$ cat config.mk
export PLATFORM = sky130hd
export DESIGN_NAME = pc_redirect_controller_flat
export DESIGN_NICKNAME = d
export VERILOG_FILES = /design/src/rtl/pc_redirect_controller_if.sv /design/src/rtl/pc_redirect_controller.sv /design/src/flat_wrapper.sv
export SDC_FILE = /design/constraint.sdc
export NUM_CORES = 1
export LEC_CHECK = 0
export ABC_AREA = 1
export BUFFER_PORTS_ARGS = -buffer_cell sky130_fd_sc_hd__buf_4
export CAP_MARGIN = 20
export CORE_ASPECT_RATIO = 0.75
export CORE_MARGIN = 2
export CORE_UTILIZATION = 51
export CTS_CLUSTER_DIAMETER = 50
export CTS_CLUSTER_SIZE = 14
export DETAILED_ROUTE_END_ITERATION = 10
export HOLD_SLACK_MARGIN = 0.08
export PLACE_DENSITY_LB_ADDON = 0.3
export RECOVER_POWER = 25
export SLEW_MARGIN = 15
export SYNTH_ARGS = -nofsm -noshare
export SYNTH_HDL_FRONTEND = slang
export SYNTH_SLANG_ARGS = --single-unit
$ cat constraint.sdc
create_clock -name clk -period 1.4 [get_ports clk]
set_clock_uncertainty 0.1 [all_clocks]
set_input_delay 0.28 -clock clk [delete_from_list [all_inputs] [get_ports clk]]
set_output_delay 0.28 -clock clk [all_outputs]
set_load 0.05 [all_outputs]
$ cat src/rtl/pc_redirect_controller_if.sv
// Redirect bundle between the EX/ID control sources and the next-PC mux.
// master = event sources (control/ALU side), slave = redirect controller.
interface pc_redirect_controller_if #(
   parameter int unsigned NBits = 32,
   parameter int unsigned CNT_W = 16
);
   logic             Branch_EX;
   logic             BranchCond_EX;
   logic [NBits-1:0] BranchTarget;
   logic             Jump_ID;
   logic [NBits-1:0] JumpTarget;
   logic             Stall;
   logic             Redirect_Br;
   logic             Redirect_Jmp;
   logic [NBits-1:0] RedirectTarget;
   logic             Flush_IFID;
   logic             Flush_IDEX;
   logic             Busy;
   logic [CNT_W-1:0] RedirectCount;

   modport master (
      output Branch_EX, BranchCond_EX, BranchTarget, Jump_ID, JumpTarget, Stall,
      input  Redirect_Br, Redirect_Jmp, RedirectTarget, Flush_IFID, Flush_IDEX, Busy,
             RedirectCount
   );

   modport slave (
      input  Branch_EX, BranchCond_EX, BranchTarget, Jump_ID, JumpTarget, Stall,
      output Redirect_Br, Redirect_Jmp, RedirectTarget, Flush_IFID, Flush_IDEX, Busy,
             RedirectCount
   );
endinterface

$ cat src/rtl/pc_redirect_controller.sv
// Drives the dual-selector next-PC mux: branch (Selector1) / jump (Selector2) redirects,
// IF/ID and ID/EX flush pulses, and holds a redirect while the pipeline is stalled.
module pc_redirect_controller #(
   parameter int unsigned NBits        = 32,
   parameter int unsigned FLUSH_CYCLES = 1,
   parameter int unsigned CNT_W        = 16
) (
   input logic                     clk,
   input logic                     reset,
   pc_redirect_controller_if.slave bus
);
   typedef enum logic [1:0] {StIdle, StPending, StFlush} state_e;

   localparam logic [2:0] FlushLast = 3'(FLUSH_CYCLES - 1);

   state_e           state_q, state_d;
   logic             pend_br_q, pend_br_d;
   logic [NBits-1:0] pend_tgt_q, pend_tgt_d;
   logic [2:0]       flush_cnt_q, flush_cnt_d;
   logic             redir_br_q, redir_br_d;
   logic             redir_jmp_q, redir_jmp_d;
   logic [NBits-1:0] tgt_q, tgt_d;
   logic             flush_ifid_q, flush_ifid_d;
   logic             flush_idex_q, flush_idex_d;
   logic             busy_q, busy_d;
   logic [CNT_W-1:0] cnt_q, cnt_d;

   logic             taken;
   logic             cand_br;
   logic [NBits-1:0] cand_tgt;
   logic             do_issue;

   assign taken = bus.Branch_EX & bus.BranchCond_EX;

   // Next-state: accept/merge events, issue when unstalled, time out the flush window.
   always_comb begin
      state_d      = state_q;
      pend_br_d    = pend_br_q;
      pend_tgt_d   = pend_tgt_q;
      flush_cnt_d  = flush_cnt_q;
      redir_br_d   = 1'b0;
      redir_jmp_d  = 1'b0;
      tgt_d        = tgt_q;
      flush_idex_d = 1'b0;
      cnt_d        = cnt_q;
      cand_br      = pend_br_q;
      cand_tgt     = pend_tgt_q;
      do_issue     = 1'b0;

      unique case (state_q)
         StIdle: begin
            // Branch wins a same-cycle collision: the jump is on the wrong path.
            if (taken || bus.Jump_ID) begin
               cand_br  = taken;
               cand_tgt = taken ? bus.BranchTarget : bus.JumpTarget;
               if (bus.Stall) begin
                  state_d    = StPending;
                  pend_br_d  = cand_br;
                  pend_tgt_d = cand_tgt;
               end else begin
                  do_issue = 1'b1;
               end
            end
         end
         StPending: begin
            // An older taken branch overrides a pending jump; anything else is ignored.
            if (taken && !pend_br_q) begin
               cand_br  = 1'b1;
               cand_tgt = bus.BranchTarget;
            end
            pend_br_d  = cand_br;
            pend_tgt_d = cand_tgt;
            if (!bus.Stall) do_issue = 1'b1;
         end
         StFlush: begin
            if (flush_cnt_q == 3'd0) state_d = StIdle;
            else                     flush_cnt_d = flush_cnt_q - 3'd1;
         end
         default: state_d = StIdle;
      endcase

      if (do_issue) begin
         state_d      = StFlush;
         flush_cnt_d  = FlushLast;
         redir_br_d   = cand_br;
         redir_jmp_d  = !cand_br;
         tgt_d        = cand_tgt;
         flush_idex_d = cand_br;
         cnt_d        = cnt_q + CNT_W'(1);
      end

      flush_ifid_d = (state_d == StFlush);
      busy_d       = (state_d != StIdle);
   end

   // State and registered outputs; async reset discards any pending redirect.
   always_ff @(posedge clk or negedge reset) begin
      if (!reset) begin
         state_q      <= StIdle;
         pend_br_q    <= 1'b0;
         pend_tgt_q   <= '0;
         flush_cnt_q  <= '0;
         redir_br_q   <= 1'b0;
         redir_jmp_q  <= 1'b0;
         tgt_q        <= '0;
         flush_ifid_q <= 1'b0;
         flush_idex_q <= 1'b0;
         busy_q       <= 1'b0;
         cnt_q        <= '0;
      end else begin
         state_q      <= state_d;
         pend_br_q    <= pend_br_d;
         pend_tgt_q   <= pend_tgt_d;
         flush_cnt_q  <= flush_cnt_d;
         redir_br_q   <= redir_br_d;
         redir_jmp_q  <= redir_jmp_d;
         tgt_q        <= tgt_d;
         flush_ifid_q <= flush_ifid_d;
         flush_idex_q <= flush_idex_d;
         busy_q       <= busy_d;
         cnt_q        <= cnt_d;
      end
   end

   assign bus.Redirect_Br    = redir_br_q;
   assign bus.Redirect_Jmp   = redir_jmp_q;
   assign bus.RedirectTarget = tgt_q;
   assign bus.Flush_IFID     = flush_ifid_q;
   assign bus.Flush_IDEX     = flush_idex_q;
   assign bus.Busy           = busy_q;
   assign bus.RedirectCount  = cnt_q;
endmodule

$ cat src/flat_wrapper.sv
// flat-port wrapper written by rule: the top's interface ports become plain ports
module pc_redirect_controller_flat 
#(
   parameter int unsigned NBits        = 32,
   parameter int unsigned FLUSH_CYCLES = 1,
   parameter int unsigned CNT_W        = 16
)
  (clk, reset, bus_Branch_EX, bus_BranchCond_EX, bus_BranchTarget, bus_Jump_ID, bus_JumpTarget, bus_Stall, bus_Redirect_Br, bus_Redirect_Jmp, bus_RedirectTarget, bus_Flush_IFID, bus_Flush_IDEX, bus_Busy, bus_RedirectCount);
  pc_redirect_controller_if #(.NBits(NBits), .CNT_W(CNT_W)) bus_i ();
  input logic clk;
  input logic reset;
  input wire logic [$bits(bus_i.Branch_EX)-1:0] bus_Branch_EX;
  input wire logic [$bits(bus_i.BranchCond_EX)-1:0] bus_BranchCond_EX;
  input wire logic [$bits(bus_i.BranchTarget)-1:0] bus_BranchTarget;
  input wire logic [$bits(bus_i.Jump_ID)-1:0] bus_Jump_ID;
  input wire logic [$bits(bus_i.JumpTarget)-1:0] bus_JumpTarget;
  input wire logic [$bits(bus_i.Stall)-1:0] bus_Stall;
  output wire logic [$bits(bus_i.Redirect_Br)-1:0] bus_Redirect_Br;
  output wire logic [$bits(bus_i.Redirect_Jmp)-1:0] bus_Redirect_Jmp;
  output wire logic [$bits(bus_i.RedirectTarget)-1:0] bus_RedirectTarget;
  output wire logic [$bits(bus_i.Flush_IFID)-1:0] bus_Flush_IFID;
  output wire logic [$bits(bus_i.Flush_IDEX)-1:0] bus_Flush_IDEX;
  output wire logic [$bits(bus_i.Busy)-1:0] bus_Busy;
  output wire logic [$bits(bus_i.RedirectCount)-1:0] bus_RedirectCount;
  assign bus_i.Branch_EX = bus_Branch_EX;
  assign bus_i.BranchCond_EX = bus_BranchCond_EX;
  assign bus_i.BranchTarget = bus_BranchTarget;
  assign bus_i.Jump_ID = bus_Jump_ID;
  assign bus_i.JumpTarget = bus_JumpTarget;
  assign bus_i.Stall = bus_Stall;
  assign bus_Redirect_Br = bus_i.Redirect_Br;
  assign bus_Redirect_Jmp = bus_i.Redirect_Jmp;
  assign bus_RedirectTarget = bus_i.RedirectTarget;
  assign bus_Flush_IFID = bus_i.Flush_IFID;
  assign bus_Flush_IDEX = bus_i.Flush_IDEX;
  assign bus_Busy = bus_i.Busy;
  assign bus_RedirectCount = bus_i.RedirectCount;
  pc_redirect_controller #(.NBits(NBits), .FLUSH_CYCLES(FLUSH_CYCLES), .CNT_W(CNT_W)) u_core (.clk(clk), .reset(reset), .bus(bus_i));
endmodule
==> metrics.md <==
| Metric | Value |
|---|---|
| Status | finished, violations left |
| Violated checks | setup timing |
| CP required | 1540 ps |
| N_diodes | 0 |
| Leakage | 0.00450 µW |
| Largest net degree at the start of global routing | 67 |
| DP Worst Slack | -151 ps |
| Post-DRT Antenna Nets | 0 |
| CP Class | flip-flop to flip-flop |
| # setup viols final | 89 |
| Relative slew slack | 60.8% |
| Number of buffers created by CTS | 9 |
| Mapped Cells | 916 |
| Synth top area share | 37.3% |
| Tcrit/Tclk final | 118% |
| Drt total wl | 20.7 mm |
| Synth warn | 0 |
| Crit path max-delay family | buffers and inverters |
| PwrDens | 2200 nW/µm² |
| Clock-pin slew on the worst setup and hold paths | 70 ps |
| Worst EP arrival | 1780 ps |
| Gr ovfl total | 0 |
| I/O Pins | 123 |
| FF+latch count, synth | 90 |
| Via density | 5.52 |
| Crit Path Max Fanout | 8 |
| Critical path buffer and inverter count | 5 |
| Fin Setup TNS | -9840 ps |
| Worst path max stage delay | 400 ps |
| Worst-skew pair later-pin latency | 350 ps |
| DRC Markers | 0 |
| Worst path cell trace | inv_2 -> buf_4 -> nor2_4 -> buf_12 -> buf_6 -> nand3_1 -> nand3_1 -> nand2_1 -> inv_1 |
| Area occupied by multi-input gates | 3310 µm² |
| Via count of the first global-routing pass | 6,272 |
| Final min period | 1650 ps |
| Nets@finish | 1,153 |
| RSZ-0062 raised after global routing | yes |
| Routed WL per cell | 16.6 µm |
| Routability congestion estimate | 0.928 |
| Max cap viols | 0 |
| Final hold vios | 0 |
| Fmax | 607 MHz |
| FP Rows | 34 |
| First-pass GRT wire length | 30.2 mm |
| Initial antenna violation count | 0 |
| Fill cells | 830 |
| Mean post-synth cell area | 6.59 µm² |
| Root Buffer | clkbuf_16 |
| Drt first pass iters | 5 |
| Ys flop type | dfrtp_1 |
| Area grow syn2layout | 42.3% |
| Initial Utilization | 52.2% |
| Port bufs | 122 |
| CTS H-tree lvls | 3 |
| Die height | 98.2 µm |
| Top cell type by total area after synthesis | dfrtp_1 |
| Slowest cell on the critical path | dfrtp_1 |
| Fraction of layout cells with a size suffix above 1 | 29.3% |
| Number of DRC markers in iteration 0 | 766 |
| Clock Path Buffers | 2 |
| Startpoint Class | flip-flop |
| Least-Margin Pin Slew | 589 ps |
| Largest cells by area after synthesis | dfrtp_1 (37%), nand2_1 (19%), nand3_1 (13%) |
| Crit. End Element | flip-flop |
| Post-synthesis sequential area ratio | 37.3% |
| Post-synth cell types | 29 |
| Synth Cell Area | 6040 µm² |
| DPL Wire Length | 11.7 mm |
| CTS Sinks | 90 |
| CP dominant cell by count | nand3_1 |
| Hold Crit Class | input pin to flip-flop |
| PnR worst setup slack | -247 ps |
| Post-synth EDFFs | 0 |
| FFs w/ async S/R, synth | 100% |
| CTS tree | done |
| Core footprint | 11,600 µm² |
| Die area | 12,700 µm² |
| Reg area | 2270 µm² |
| Final max-slew violation count | 0 |
| Peak supply drop | 1.13 mV |
| Via count | 6,889 |
| Synth cell count leaders | nand2_1 (305), nand3_1 (160), inv_1 (122), dfrtp_1 (90), nor2_1 (65) |
| All-Layer GR Usage | 29.6% |
| Syn_nets | 989 |
| Most common cell in the netlist | nand2_1 |
| Chip Width | 130 µm |
metrics by stage:
step	std cells	util, %	hold slack, ps	total power, µW	cell area, µm²
CTS	1234	71.0	208	17900	8220
detailed placement	1197	64.2	214	14000	7430
global placement	1197	64.2	215	13800	7430
global route	1247	74.3	234	20000	8600
floorplan	916	-	-116	11000	6090
finish	1247	74.3	213	18900	8600
flip-flops by register name, summed over array words and instances, names as in the netlist, 2 cells and up:
| register | flops |
|---|---|
| u_core.bus.RedirectCount | 16 |
| u_core.flush_cnt_q | 3 |
| u_core.pend_tgt_q | 32 |
| u_core.bus.RedirectTarget | 32 |
| u_core.state_q | 2 |
final timing paths:
check                                            startpoint  slack [ps]                       endpoint  depth (start not counted)
worst max-delay path                      u_core.state_q[0]        -250  u_core.bus.RedirectTarget[29]                          9
worst min-delay path                      bus_JumpTarget[2]         210           u_core.pend_tgt_q[2]                          5
worst max register to register            u_core.state_q[0]        -250  u_core.bus.RedirectTarget[29]                          9
worst min register to register  u_core.bus.RedirectCount[3]         420    u_core.bus.RedirectCount[3]                          1
max in group asynchronous                             reset         260    u_core.bus.RedirectCount[8]                          3
min in group asynchronous                             reset         430  u_core.bus.RedirectTarget[22]                          3
timing repair:
| action | 4_1_cts | 5_1_grt |
|---|---|---|
| hold buffers | 1 | 0 |
| resized for setup | 40 | 74 |
| cloned | 5 | 4 |
| endpoints found under the hold margin | 90 | 0 |
| setup buffers | 16 | 11 |
| endpoints found under the setup margin | 76 | 92 |
| pin swaps | 9 | 16 |
cell families (layout without fill, tap and decap cells):
family | Yosys count | after routing | share of synthesized area [%]
AO/OA/AOI/OAI | 55 | 55 | 5.59
XOR/XNOR | 8 | 8 | 1.16
adder cells (fa/ha/maj) | 3 | 3 | 0.622
buffers and inverters | 182 | 351 | 13.7
flip-flops | 90 | 90 | 37.3
AND/OR/NAND/NOR | 578 | 578 | 41.7
layout make-up:
class,count,area share [%]
clock buffer,9,2.62
clock inverter,7,1.09
inverter,130,5.85
multi-input combinational,644,38.5
sequential,90,26.4
tap,162,2.36
timing repair buffer,205,23.2
worst min-delay path, stage by stage:
cell and delay (ps):
buf_4 70, nand2_1 50, nand2_1 70, nand3_1 70
o211ai_1 70
where the power goes:
group | leakage [µW] | internal, µW | switching, µW | total (µW)
clock | 0.000151 | 1560 | 1080 | 2640
combinational | 0.00329 | 4570 | 7120 | 11700
sequential | 0.00106 | 3800 | 789 | 4590
per-layer routing:
metal	part of all wire, %	vias to the layer above	track usage, %
li1	-	3191	-
met1	40	3155	40.7
met2	46	447	46.6
met3	10	96	5.81
met4	4.1	0	10.6
met5	0	-	0
cell usage in the layout, fill, tap and decap left out, types with 12 or more instances in the layout:
master,count
buf_4,157
nand2_2,12
dfrtp_2,14
inv_1,121
buf_12,17
nor2_1,39
or2_0,31
nor2_2,15
nand2_1,289
buf_6,17
clkbuf_16,13
nand3_1,148
dfrtp_1,76
o211ai_1,23
nor2_4,13
Power figures use the tool's default switching activity.
